==> config.mk <==
export PLATFORM = sky130hd
export DESIGN_NAME = dm_port_arbiter
export DESIGN_NICKNAME = d
export VERILOG_FILES = /design/src/rtl/dm_port_arbiter.sv
export SDC_FILE = /design/constraint.sdc
export NUM_CORES = 1
export LEC_CHECK = 0
export ABC_AREA = 1
export CORE_ASPECT_RATIO = 0.6
export CORE_MARGIN = 10
export CORE_UTILIZATION = 40
export CTS_CLUSTER_DIAMETER = 80
export DETAILED_ROUTE_END_ITERATION = 10
export PLACE_DENSITY = 0.87
export SLEW_MARGIN = 20
export SYNTH_ARGS = -nofsm -noshare
export SYNTH_HDL_FRONTEND = slang
export SYNTH_SLANG_ARGS = --single-unit
==> constraint.sdc <==
create_clock -name clk -period 4.5 [get_ports clk]
set_input_delay 0.9 -clock clk [delete_from_list [all_inputs] [get_ports clk]]
set_output_delay 0.9 -clock clk [all_outputs]
set_load 0.01 [all_outputs]
==> src/rtl/dm_port_arbiter.sv <==
// Data-memory port arbiter: shares one fixed-latency synchronous DM port between the
// CPU MEM stage (A) and a secondary master (B), steering byte lanes in both directions.
module dm_port_arbiter #(
  parameter int unsigned MEM_LAT = 1,
  parameter bit          RR      = 1'b1
) (
  input  logic        clk,
  input  logic        reset,
  input  logic        a_req,
  input  logic        a_we,
  input  logic [1:0]  a_size,
  input  logic [31:0] a_addr,
  input  logic [31:0] a_wdata,
  output logic        a_ack,
  output logic        a_err,
  output logic [31:0] a_rdata,
  input  logic        b_req,
  input  logic        b_we,
  input  logic [1:0]  b_size,
  input  logic [31:0] b_addr,
  input  logic [31:0] b_wdata,
  output logic        b_ack,
  output logic        b_err,
  output logic [31:0] b_rdata,
  output logic        m_en,
  output logic        m_we,
  output logic [31:0] m_addr,
  output logic [3:0]  m_byteen,
  output logic [31:0] m_wdata,
  input  logic [31:0] m_rdata,
  output logic        owner
);

  typedef enum logic [1:0] {
    S_IDLE  = 2'd0,
    S_ISSUE = 2'd1,
    S_WAIT  = 2'd2,
    S_RESP  = 2'd3
  } state_e;

  localparam logic [3:0] CNT_INIT = 4'(MEM_LAT - 32'd1);

  function automatic logic bad_access(input logic [1:0] size, input logic [1:0] off);
    case (size)
      2'd0:    return 1'b0;
      2'd1:    return off[0];
      2'd2:    return (off != 2'd0);
      default: return 1'b1;
    endcase
  endfunction

  function automatic logic [3:0] lane_mask(input logic [1:0] size, input logic [1:0] off);
    case (size)
      2'd0:    return 4'b0001 << off;
      2'd1:    return off[1] ? 4'b1100 : 4'b0011;
      2'd2:    return 4'b1111;
      default: return 4'b0000;
    endcase
  endfunction

  function automatic logic [31:0] replicate(input logic [1:0] size, input logic [31:0] wd);
    case (size)
      2'd0:    return {4{wd[7:0]}};
      2'd1:    return {2{wd[15:0]}};
      2'd2:    return wd;
      default: return 32'd0;
    endcase
  endfunction

  function automatic logic [31:0] extract(input logic [1:0] size, input logic [1:0] off,
                                          input logic [31:0] word);
    case (size)
      2'd0:    return {24'd0, word[{off, 3'b000} +: 8]};
      2'd1:    return off[1] ? {16'd0, word[31:16]} : {16'd0, word[15:0]};
      2'd2:    return word;
      default: return 32'd0;
    endcase
  endfunction

  state_e      state_q, state_d;
  logic        last_grant_q, last_grant_d;
  logic        owner_q, owner_d;
  logic        we_q, we_d;
  logic [1:0]  size_q, size_d;
  logic [31:0] addr_q, addr_d;
  logic [31:0] wdata_q, wdata_d;
  logic        err_q, err_d;
  logic [3:0]  cnt_q, cnt_d;

  logic        grant_b_s;
  logic [1:0]  req_size_s;
  logic [31:0] req_addr_s;
  logic        req_bad_s;

  // On a tie with round-robin enabled, B wins only if A was granted last.
  always_comb begin
    state_d      = state_q;
    last_grant_d = last_grant_q;
    owner_d      = owner_q;
    we_d         = we_q;
    size_d       = size_q;
    addr_d       = addr_q;
    wdata_d      = wdata_q;
    err_d        = err_q;
    cnt_d        = cnt_q;
    grant_b_s    = b_req & (~a_req | (RR & ~last_grant_q));
    req_size_s   = grant_b_s ? b_size : a_size;
    req_addr_s   = grant_b_s ? b_addr : a_addr;
    req_bad_s    = bad_access(req_size_s, req_addr_s[1:0]);
    case (state_q)
      S_IDLE: begin
        if (a_req | b_req) begin
          last_grant_d = grant_b_s;
          owner_d      = grant_b_s;
          we_d         = grant_b_s ? b_we : a_we;
          size_d       = req_size_s;
          addr_d       = req_addr_s;
          wdata_d      = grant_b_s ? b_wdata : a_wdata;
          err_d        = req_bad_s;
          state_d      = req_bad_s ? S_RESP : S_ISSUE;
        end else begin
          state_d = S_IDLE;
        end
      end
      S_ISSUE: begin
        if (MEM_LAT == 32'd1) begin
          state_d = S_RESP;
        end else begin
          state_d = S_WAIT;
          cnt_d   = CNT_INIT;
        end
      end
      S_WAIT: begin
        if (cnt_q == 4'd1) begin
          state_d = S_RESP;
        end else begin
          cnt_d = cnt_q - 4'd1;
        end
      end
      S_RESP:  state_d = S_IDLE;
      default: state_d = S_IDLE;
    endcase
  end

  // State and latched-request registers.
  always_ff @(posedge clk) begin
    if (!reset) begin
      state_q      <= S_IDLE;
      last_grant_q <= 1'b1;
      owner_q      <= 1'b0;
      we_q         <= 1'b0;
      size_q       <= 2'd0;
      addr_q       <= 32'd0;
      wdata_q      <= 32'd0;
      err_q        <= 1'b0;
      cnt_q        <= 4'd0;
    end else begin
      state_q      <= state_d;
      last_grant_q <= last_grant_d;
      owner_q      <= owner_d;
      we_q         <= we_d;
      size_q       <= size_d;
      addr_q       <= addr_d;
      wdata_q      <= wdata_d;
      err_q        <= err_d;
      cnt_q        <= cnt_d;
    end
  end

  logic        issue_s, resp_s, load_ok_s;
  logic [31:0] rd_s;

  assign issue_s   = (state_q == S_ISSUE);
  assign resp_s    = (state_q == S_RESP);
  assign load_ok_s = resp_s & ~err_q & ~we_q;
  assign rd_s      = extract(size_q, addr_q[1:0], m_rdata);

  assign m_en     = issue_s;
  assign m_we     = issue_s & we_q;
  assign m_addr   = issue_s ? {addr_q[31:2], 2'b00} : 32'd0;
  assign m_byteen = issue_s ? lane_mask(size_q, addr_q[1:0]) : 4'd0;
  assign m_wdata  = issue_s ? replicate(size_q, wdata_q) : 32'd0;

  assign a_ack   = resp_s & ~owner_q;
  assign a_err   = a_ack & err_q;
  assign a_rdata = (a_ack & load_ok_s) ? rd_s : 32'd0;
  assign b_ack   = resp_s & owner_q;
  assign b_err   = b_ack & err_q;
  assign b_rdata = (b_ack & load_ok_s) ? rd_s : 32'd0;
  assign owner   = owner_q;

endmodule

==> summary.md <==
| Metric | Value |
|---|---|
| Initial core utilization | slightly above 40% |
| Post-DRT Antenna Nets | 0 |
| Result of the run | finished, final reports clean |
| Slowest library cell on the worst path | sky130_fd_sc_hd__clkdlybuf4s50_1 |
| Critical Path Source Type | flop |
| Overall overflow remaining after global route | 0 |
| Worst Hold Path Cells | 2 |
| TritonCTS clock tree | built |
| Synth warnings | 0 |
| Critical-path maximum fanout | 33 |
| Part of the Yosys area used for sequential elements | a little under a third |
| Sequential Area | 1521 um^2 |
| Number of antenna violations at the first check in global routing | 0 |
| Die Area | around 17000 um^2 |
| Number of buffers inserted to repair setup after CTS | 0 |
| Pwr Density | approximately 440 nW/um^2 |
| Worst hold path startpoint | cnt_q[3]$_SDFFE_PN0P_ |
| Worst Max-Slew Pin Slew | 0.8452 ns |
| Synthesis-stage register bit count | 76 |
| Routability congestion estimate from global placement | 0.9633 |
| RSZ-0062 raised after global routing | false |
| Count of max-cap constraint violations | 0 |
| DIE HEIGHT | between 100 and 150 um |
| Final critical-path share of the clock period | between 80% and 90% |
| Number of clock sinks | 76 |
| Count of endpoints failing setup in the final report | 0 |
| CTS clock-pin slew for the worst setup and hold paths | 0.06 ns |
| X dimension of the die | 162.2 um |
| Post-route clock skew | 0.007658 ns |
| Gate count of the mapped netlist | 812 |
| Routed Wire Length | 22650 um |
| Cell count of the worst reg-to-reg path | 7 |
| 1st-pass router iterations | 5 |
| Number of violations reported at the end of detailed-routing iteration 0 | 692 |
| CTS-repair resized insts | 0 |
| Largest stage delay on the critical path | between 0.5 and 0.6 ns |
| Total clock buffers created by CTS | 9 |
| Routed wirelength normalized by instance count | between 15 and 20 um |
| Sum of internal, switching and leakage power | 3599 uW |
| Worst Setup SP | size_q[1]$_SDFFE_PN0P_ |
| Area of combinational cells with multiple inputs | 2721 um^2 |
| Dominant delay contributor by cell family on the critical path | buffers and inverters |
| Number of I/O pins | about 310 |
| Core region area | 11950 um^2 |
| Maximum resistive drop on vdd | roughly 0.22 mV |
| Mean Syn Cell Area | between 5 and 6 um^2 |
| Area growth from synthesis to layout | 70.03% |
| Number of fill cells | 1012 |
| Leak | around 0.0035 uW |
| Headroom to the max-slew limit | a little over two fifths |
| Global router's overall resource usage | around 25% |
| Upper clock frequency limit | 262.9 MHz |
| Endpoint required time on the critical path | 3.60 ns |
| Summed negative setup slack over all endpoints | 0 ns |
| Hold crit path type | flop to flop |
| HPWL after detailed placement | 17690 um |
| Worst hold-check slack | 0.4697 ns |
| Post-synthesis instance area | about 4900 um^2 |
| Reg2reg start | state_q[0]$_SDFFE_PN0N_ |
| End-of-flow core utilization | 69.11% |
| Min Tclk post-route | 3.804 ns |
| Count of pins over their slew limit | 0 |
| Wire length of the first global-routing pass | 34670 um |
| Vias in the first global route | 6036 |
| Number of remaining DRC errors | 0 |
| Worst Setup Path Type | flop to output pin |
| CP endpoint kind | output pin |
| Drt via density | 5.144 |
| Clock insertion delay at the later pin of the skew report | 0.33 ns |
| Distinct cells, synth | 25 |
| Largest net degree at the start of global routing | 54 |
| Vias | ~6400 |
| Post-layout net count | 1260 |
| Total of hold buffers inserted after clock tree synthesis | 0 |
| Number of antenna repair diodes | 0 |
| Combined buffer and inverter count along the critical path | 4 |
| Share of cells above drive strength 1 | 3.860% |
| Number of buffers on the longest clock path | 2 |
| Data arrival time at the worst-slack endpoint | 2.90 ns |
| CTS H-tree depth | 3 |
| Count of port buffers added during placement | 306 |
| Crit path depth | 9 |
| Std cell rows | 31 |
| Cell at the root of the clock tree | sky130_fd_sc_hd__clkbuf_16 |
| Hold violation count in the final report | 0 |
| Critical-path cell list | inv_2 -> nor2_4 -> inv_2 -> nand2_2 -> inv_2 -> nor2_1 -> nor2_1 -> nor2_1 -> clkdlybuf4s50_1 |
cells by family after synthesis:
| kind of cell | Yosys count | share of synthesized area, % |
|---|---|---|
| AOI/OAI and AO/OA | 181 | 20.95 |
| other | 1 | 0.07723 |
| buffers and inverters | 151 | 12.86 |
| adders and majority gates | 7 | 1.804 |
| and+or+nand+nor | 396 | 32.98 |
| DFF | 76 | 31.33 |
Yosys cell counts:
library cell	number	area, um^2
sky130_fd_sc_hd__a31oi_1	63	394.1
sky130_fd_sc_hd__nor2_2	3	18.77
sky130_fd_sc_hd__inv_1	87	326.6
sky130_fd_sc_hd__nor2_4	3	33.78
sky130_fd_sc_hd__clkinv_1	1	3.750
sky130_fd_sc_hd__nand3_1	20	100.1
sky130_fd_sc_hd__a21oi_1	33	165.2
sky130_fd_sc_hd__o21ai_1	23	115.1
sky130_fd_sc_hd__ha_1	7	87.58
sky130_fd_sc_hd__nand2_1	269	1010
sky130_fd_sc_hd__nor2_1	60	225.2
sky130_fd_sc_hd__dfxtp_1	76	1521
sky130_fd_sc_hd__o211ai_1	4	30.03
sky130_fd_sc_hd__nand2_2	3	18.77
sky130_fd_sc_hd__a21boi_0	1	7.510
sky130_fd_sc_hd__inv_2	7	26.28
sky130_fd_sc_hd__clkbuf_1	24	90.09
sky130_fd_sc_hd__buf_2	22	110.1
sky130_fd_sc_hd__buf_1	2	7.510
sky130_fd_sc_hd__buf_4	8	60.06
sky130_fd_sc_hd__nand3b_1	2	15.01
sky130_fd_sc_hd__nor3_1	36	180.2
sky130_fd_sc_hd__o21ai_0	49	245.2
sky130_fd_sc_hd__a22oi_1	8	60.06
sky130_fd_sc_hd__conb_1	1	3.750
sequential cells by signal (all words and copies together) (netlist names):
register / cells
addr_q: 32
size_q: 2
wdata_q: 32
state_q: 2
err_q: 1
owner: 1
we_q: 1
cnt_q: 4
last_grant_q: 1
routing by layer:
layer	vias to the layer above	GRT usage [%]	wire length [um]
li1	3168	-	-
met1	2923	32.22	9443
met2	341	40.08	10530
met3	13	8.858	2516
met4	0	3.169	161
met5	-	0	0
power by group:
part           switching (uW)  leakage (uW)  internal (uW)
clock network             306      0.000140            435
logic                    1070       0.00274            708
registers                 178      0.000631            905
total                    1550       0.00351           2050
layout make-up:
class,count,share of cell area (%)
Timing Repair Buffer,315,38.16
Multi-Input combinational cell,586,32.96
Sequential cell,76,18.43
Inverter,95,4.319
Clock buffer,10,2.773
Tap cell,165,2.500
Clock inverter,6,0.8638
final timing paths:
check / endpoint / slack, ns
hold / removal: cnt_q[3]$_SDFFE_PN0P_ / 0.47
setup / recovery: a_rdata[1] / 0.70
setup reg to reg: wdata_q[11]$_SDFFE_PN0P_ / 2.34
hold reg to reg: cnt_q[3]$_SDFFE_PN0P_ / 0.47
worst register-to-register path, cell delays in order (launching register included):
cell and delay (ns):
sky130_fd_sc_hd__dfxtp_1 0.34, sky130_fd_sc_hd__inv_1 0.14, sky130_fd_sc_hd__ha_1 0.20, sky130_fd_sc_hd__inv_1 0.07, sky130_fd_sc_hd__nor2_4 0.66, sky130_fd_sc_hd__buf_12 0.30, sky130_fd_sc_hd__o21ai_0 0.16, sky130_fd_sc_hd__a31oi_1 0.22
stage by stage:
stage	setup WS [ns]	instance area [um^2]	cells
after floorplan	2.179	4860	813
after global placement	1.102	7956	1237
after detailed placement	1.101	7956	1237
after CTS	0.7371	8257	1253
after global routing	0.5012	8257	1253
final	0.6965	8257	1253
cells in the final DEF (no fill, tap or decap), drive strengths merged:
cell type / instances
nand3: 20
dfxtp: 76
inv: 96
clkbuf: 10
conb: 2
o21ai: 72
bufinv: 1
buf: 10
ha: 7
o211ai: 4
a22oi: 8
nor3: 36
a21boi: 1
clkinvlp: 2
a21oi: 33
nand2: 272
nand3b: 2
clkinv: 2
clkdlybuf4s50: 305
nor2: 66
a31oi: 63
Note: power is estimated with default switching activity, not from simulation.
